### config.mk
export PLATFORM = sky130hd
export DESIGN_NAME = sweep_dual_ram
export DESIGN_NICKNAME = d
export VERILOG_FILES = /design/src/rtl/sweep_dual_ram.sv
export SDC_FILE = /design/constraint.sdc
export NUM_CORES = 1
export LEC_CHECK = 0
export CORE_ASPECT_RATIO = 0.6
export CORE_MARGIN = 1
export CORE_UTILIZATION = 52
export DETAILED_ROUTE_END_ITERATION = 10
export HOLD_SLACK_MARGIN = 0.05
export PLACE_DENSITY_LB_ADDON = 0.08
export SETUP_SLACK_MARGIN = 0.2
export SYNTH_ARGS = -nofsm -noshare
export SYNTH_HDL_FRONTEND = slang
export SYNTH_SLANG_ARGS = --single-unit
### constraint.sdc
create_clock -name clk -period 2.25 [get_ports clk]
set_clock_uncertainty 0.2 [all_clocks]
set_input_delay 0.45 -clock clk [delete_from_list [all_inputs] [get_ports clk]]
set_output_delay 0.45 -clock clk [all_outputs]
set_load 0.02 [all_outputs]
### src/rtl/sweep_dual_ram.sv
// Single-clock RAM with one write port and one registered read port.
// After reset, or on request, a sweep writes INIT to every entry, one entry per cycle.
// While the sweep runs, busy is high and all user reads and writes are ignored.
// A read and a write to the same address on one edge resolve by BYPASS:
// 1 returns the new data, 0 returns the old contents.
module sweep_dual_ram #(
    parameter int               SIZE   = 8,
    parameter int               DEPTH  = 8,
    parameter logic [SIZE-1:0]  INIT   = '0,
    parameter bit               BYPASS = 1'b1
) (
    input  logic                      clk,
    input  logic                      rst,
    input  logic [$clog2(DEPTH)-1:0]  waddr,
    input  logic [SIZE-1:0]           write_data,
    input  logic                      write_en,
    input  logic [$clog2(DEPTH)-1:0]  raddr,
    input  logic                      read_en,
    input  logic                      clear,
    output logic [SIZE-1:0]           read_data,
    output logic                      read_valid,
    output logic                      busy
);

    localparam int              AW      = $clog2(DEPTH);
    // DEPTH is widened by one bit so addresses at or above a non-power-of-two depth compare correctly
    localparam logic [AW:0]     DEPTH_L = (AW + 1)'(DEPTH);
    localparam logic [AW-1:0]   LAST_L  = AW'(DEPTH - 1);

    typedef enum logic {
        CLEAR = 1'b0,
        READY = 1'b1
    } state_t;

    state_t             state_r;
    state_t             state_s;
    logic [AW-1:0]      cnt_r;
    logic [AW-1:0]      cnt_s;
    logic [SIZE-1:0]    mem_r [DEPTH];

    logic               mem_we_s;
    logic [AW-1:0]      mem_addr_s;
    logic [SIZE-1:0]    mem_din_s;
    logic               rd_s;
    logic               rd_oob_s;
    logic               hit_s;

    logic [SIZE-1:0]    read_data_r;
    logic               read_valid_r;

    // State and sweep counter register; reset restarts the sweep at entry 0
    always_ff @(posedge clk) begin
        if (rst) begin
            state_r <= CLEAR;
            cnt_r   <= '0;
        end else begin
            state_r <= state_s;
            cnt_r   <= cnt_s;
        end
    end

    // Next-state logic and a single shared write port (the sweep and user writes never overlap)
    always_comb begin
        state_s    = state_r;
        cnt_s      = cnt_r;
        mem_we_s   = 1'b0;
        mem_addr_s = cnt_r;
        mem_din_s  = INIT;
        rd_s       = 1'b0;
        case (state_r)
            CLEAR: begin
                if (clear) begin
                    cnt_s = '0;
                end else begin
                    mem_we_s = 1'b1;
                    if (cnt_r == LAST_L) begin
                        state_s = READY;
                        cnt_s   = '0;
                    end else begin
                        cnt_s = cnt_r + AW'(1);
                    end
                end
            end
            READY: begin
                if (clear) begin
                    state_s = CLEAR;
                    cnt_s   = '0;
                end else begin
                    mem_we_s   = write_en && ({1'b0, waddr} < DEPTH_L);
                    mem_addr_s = waddr;
                    mem_din_s  = write_data;
                    rd_s       = read_en;
                end
            end
            default: begin
                state_s = CLEAR;
                cnt_s   = '0;
            end
        endcase
    end

    // Out-of-range reads return INIT; a same-address write counts only when it is a real READY write
    always_comb begin
        rd_oob_s = ({1'b0, raddr} >= DEPTH_L);
        hit_s    = (state_r == READY) && mem_we_s && (waddr == raddr);
    end

    // RAM array write; no reset here so the array maps onto block RAM, and the sweep does the clearing
    always_ff @(posedge clk) begin
        if (mem_we_s && !rst) begin
            mem_r[mem_addr_s] <= mem_din_s;
        end
    end

    // Registered read port. The array is read before this edge's write lands (read-first);
    // with BYPASS set, the bypass mux substitutes the incoming data instead.
    always_ff @(posedge clk) begin
        if (rst) begin
            read_data_r  <= INIT;
            read_valid_r <= 1'b0;
        end else begin
            read_valid_r <= rd_s;
            if (rd_s) begin
                if (rd_oob_s) begin
                    read_data_r <= INIT;
                end else if (BYPASS && hit_s) begin
                    read_data_r <= write_data;
                end else begin
                    read_data_r <= mem_r[raddr];
                end
            end
        end
    end

    assign read_data  = read_data_r;
    assign read_valid = read_valid_r;
    assign busy       = (state_r == CLEAR);

endmodule

# ---- Yosys cells after proc, flatten, opt, wreduce, memory -nomap -nowiden
# Memories as Yosys holds them, arrays and structs flattened. A register that Yosys moved wholly into a read port is not among the register bits.
# Cells that the tools add are included.
dict set report op_classes {
  n_addsub 1
  reduce_logical 2
  bitwise_logic 1
  n_eq_ne 2
  mux 18
}
# cell count
set op_table {}
lappend op_table {{8-bit 2-to-1 mux} 2}
lappend op_table {{3-bit 2-to-1 mux} 5}
lappend op_table {{1-bit 2-to-1 mux} 8}
lappend op_table {{3-bit case mux with 2 select lines} 1}
lappend op_table {{1-bit case mux with 2 select lines} 2}
lappend op_table {{3-bit by 1-bit adder with 3-bit output (second input constant)} 1}
lappend op_table {{3-bit equality test (second input constant)} 1}
lappend op_table {{2-bit != test (second input constant)} 1}
lappend op_table {{1-bit logical AND} 1}
lappend op_table {{1-bit zero test} 1}
lappend op_table {{1-bit NOT} 1}
dict set report word_totals {
  output_inout_bits 10
  word_cells 28
  memories 1
  reg_bits 5
  mem_bits_rw 64
}
# memory words word_bits rd rd_clocked_by_memory_dff write_ports line_no
set memory_table {}
lappend memory_table {mem_r 8 8 1 1 1 39} ;# logic [SIZE-1:0] mem_r [DEPTH];

# ---- Depth between registers and ports, before layout
dict set report logic_depth {
  word_depth 5
  ltp_mapped 8
}

# ---- Worst setup path after synthesis
# Ideal clock, no wire load.
dict set report synth_path {
  path_type {in2reg}
  start {input raddr[1]}
  end {register read_data_r[0], in the netlist read_data[0], read port of mem_r}
  required_ns 1.893
  path_slack_ns 0.094
  t_arrival_ns 1.799
  cell_stages 7
  cell_sequence {buf_4 > buf_4 > mux4_2 > mux2i_1 > nand2_1 > a21oi_1 > a2111oi_4}
}
# element line_no
set synth_lines {}
lappend synth_lines {{from (decl)} 17} ;# input logic [$clog2(DEPTH)-1:0] raddr,
lappend synth_lines {{to (decl)} 48} ;# logic [SIZE-1:0] read_data_r;

# ---- Worst setup path after layout
dict set report layout_path {
  start {register state_r}
  end {register read_data_r[4], in the netlist read_data[4], read port of mem_r}
}
dict set report layout_between {
  elab_chain_cells 1
}
# element line_no
set layout_rtl {}
lappend layout_rtl {{from (decl)} 35} ;# state_t state_r;
lappend layout_rtl {{from (signal assigned)} 57} ;# state_r <= state_s;
lappend layout_rtl {{1-bit 2-to-1 mux} 70} ;# case (state_r)
# No other way between the ends.
# A chain may end at the register's enable or synchronous reset.

==> flow_metrics.env <==
export IMPL_relSlewSlack_pct=76.3
export IMPL_synth_compound_area_share_pct=10.6
export IMPL_yosys_warnings=0
export IMPL_clock_root_buffer="clkbuf_8"
export IMPL_antenna_found_initial=0
export IMPL_grt_pass1_vias=2102
export IMPL_power_internal_mw=2.22
export IMPL_synth_nets=243
export IMPL_syn_inst=222
export IMPL_ioPinCount=29
export IMPL_cts_made_buffers=9
export IMPL_synthXorXnorAreaFrac_pct=0
export IMPL_clkSinkCount=77
export IMPL_rsz0062_at_grt="no"
export IMPL_nNetsFinal=301
export IMPL_crit_required_ns=2.30
export IMPL_synth_simple_area_share_pct=9.49
export IMPL_synthesis_area_um2=3510
export IMPL_seq_area_frac_synth_pct=62.2
export IMPL_pwr_share_seq_pct=54.8
export IMPL_ys_seq_elements=77
export IMPL_n_antenna_cell=0
export IMPL_wire_per_inst_um=19.6
export IMPL_leakage_nw=1.41
export IMPL_p_per_area_nw_per_um2=632
export IMPL_arrival_ns=2.04
export IMPL_cts_htree_levels=3
export IMPL_synth_fa_ha_area_share_pct=0.714
export IMPL_drv_cap=0
export IMPL_hpwlAfterDp_um=5000
export IMPL_dp_cells=350
export IMPL_clock_power_share_pct=38.1
export IMPL_report_final_slew_viol_count=0
export IMPL_synth_top_area_share_pct=54.8
export IMPL_post_route_min_period_ns=1.99
export IMPL_instances_no_fill=369
export IMPL_drive_gt1_share_pct=34.4
export IMPL_synthDistinctLibCells=37
export IMPL_path_class="reg2reg"
export IMPL_setup_violations=0
export IMPL_worst_setup_path_start_kind="flop"
export IMPL_finalPower_mw=2.81
export IMPL_final_cell_mix="edfxtp_1 (64), nor2_1 (26), buf_4 (24), clkdlybuf4s50_1 (20), mux4_2 (16)"
export IMPL_synthToLayoutAreaGrowth_pct=26.9
export IMPL_crit_fanout=6
export IMPL_hold_viol_final=0
export IMPL_p_switching_mw=0.591
export IMPL_tritoncts="yes"
export IMPL_clk_pin_slew_ns=0.08
export IMPL_place_congestion=0.831
export IMPL_worst_slack_ns=0.257
export IMPL_pre_cts_ws_ns=-0.348
export IMPL_nFillCells=410
export IMPL_globalRouteTotalUtil_pct=23.3
export IMPL_insertion_delay_ns=0.34
export IMPL_row_count=22
export IMPL_power_frac_comb_pct=7.0
export IMPL_drt_total_wl_um=7220
export IMPL_core_area_um2=6300
export IMPL_tightest_slew_ns=0.355
export IMPL_min_period_over_period_pct=88.6
export IMPL_drtIter0Drc=162
export IMPL_yosys_top_cells_area="edfxtp_1 (55%), mux4_2 (10%), dfxtp_1 (7.4%)"
export IMPL_io_buffers=28
export IMPL_dr_pass1_iters=4
export IMPL_fmax_mhz=502
export IMPL_muxShareOfSynthArea_pct=13.5
export IMPL_yosys_area_top_type="edfxtp_1"
export IMPL_viasPerCell=5.59
export IMPL_grt_max_degree=17
export IMPL_status="finished, final reports clean"
export IMPL_ir_drop_v=0.000511
export IMPL_syn_area_per_cell_um2=15.8
export IMPL_dieHeight_um=65.6
export IMPL_switching_share_pct=21.0
export IMPL_grt_pass1_wl_um=11400
export IMPL_cts_max_path_buffers=2
export IMPL_final_common_cell="edfxtp_1"
export IMPL_synth_top_family_by_area="multiplexers"
export IMPL_drc=0
export IMPL_fin_util_pct=70.6
export IMPL_die_area_um2=7090
export IMPL_start_util_pct=55.6
export IMPL_antenna_left=0
export IMPL_overflow=0
export IMPL_hold_class="in2reg"
export IMPL_endpoint_kind="flop"
export IMPL_vias=2063
export IMPL_die_x_um=108
through the flow:
stage | TNS, ns | hold WS, ns | cell area (µm²)
2_1_floorplan | 0 | 0.319 | 3540
3_3_place_gp | -12.77 | 0.338 | 4100
3_5_place_dp | -15.00 | 0.358 | 4100
4_1_cts | 0 | 0.380 | 4390
5_1_grt | 0 | 0.272 | 4450
6_report | 0 | 0.263 | 4450
critical path: stages (launching register included):
cell and delay, ns:
dfxtp_4 0.36, or2b_4 0.30, nor4_2 0.28, a211o_1 0.26
buf_12 0.16, a21oi_2 0.06, a2111oi_4 0.27
metal layers:
metal / global-route usage (%) / up-vias / share of wire [%]
li1: - / 966 / -
met1: 34.2 / 1018 / 47
met2: 33.7 / 73 / 45
met3: 5.16 / 6 / 6.2
met4: 9.25 / 0 / 1.4
met5: 0 / - / 0
registers in the layout, indices dropped and copies added (netlist names):
signal,flops
mem_r,64
read_data,8
cnt_r,3
read_valid,1
state_r,1
power groups by stage:
| stage | registers, mW | logic, mW | clock network, mW |
|---|---|---|---|
| floorplan | 1.57 | 0.0989 | 0 |
| global placement | 1.57 | 0.181 | 0 |
| detailed placement | 1.57 | 0.181 | 0 |
| CTS | 1.54 | 0.195 | 1.10 |
| global route | 1.54 | 0.209 | 1.16 |
| finish | 1.54 | 0.198 | 1.07 |
final cells by class:
class	instances	area, µm²	share of cell area (%)
clock buffer	12	155	3.49
clock inverter	4	55.1	1.24
inverter	6	22.5	0.506
multi-input combinational	126	1310	29.5
sequential	77	2190	49.2
tap	84	105	2.36
timing repair buffer	60	612	13.8
worst paths after layout:
path | start | to | slack [ns] | cells after the start
worst max-delay path | state_r | read_data[4] | 0.26 | 6
worst max register to register | state_r | read_data[4] | 0.26 | 6
worst min register to register | cnt_r[0] | cnt_r[0] | 0.36 | 2
worst min-delay path | clear | cnt_r[0] | 0.26 | 3
cells by family (layout without fill, tap and decap cells):
group / count (synthesis) / after routing
flops: 77 / 77
mux: 27 / 27
simple gates: 68 / 68
fa+ha+maj: 2 / 2
buf+inv: 19 / 82
compound gates: 29 / 29
what timing repair did:
| item | 4_1_cts | 5_1_grt |
|---|---|---|
| hold buffers | 0 | 0 |
| setup buffers | 0 | 2 |
| pin swaps | 2 | 4 |
| setup endpoints to repair | 62 | 8 |
| hold endpoints to repair | 0 | 0 |
| gates resized for setup | 14 | 21 |
| gates cloned | 1 | 0 |
Yosys cell counts (all sizes together):
cell type and number:
dfxtp 13, mux4 16, mux2i 11, and3 2, and2b 1, a31oi 4, buf 11, nor2 27
inv 6, and2 10, nor2b 4, nor4 1, o311ai 1, a211oi 2, a21oi 9, clkbuf 2
a2111oi 9, o22ai 1, o2bb2ai 1, a211o 1, nand2 13, ha 2, o21a 1, nor3 7
edfxtp 64, and3b 1, or2b 2
No activity file was read; power rests on OpenSTA's default activity.
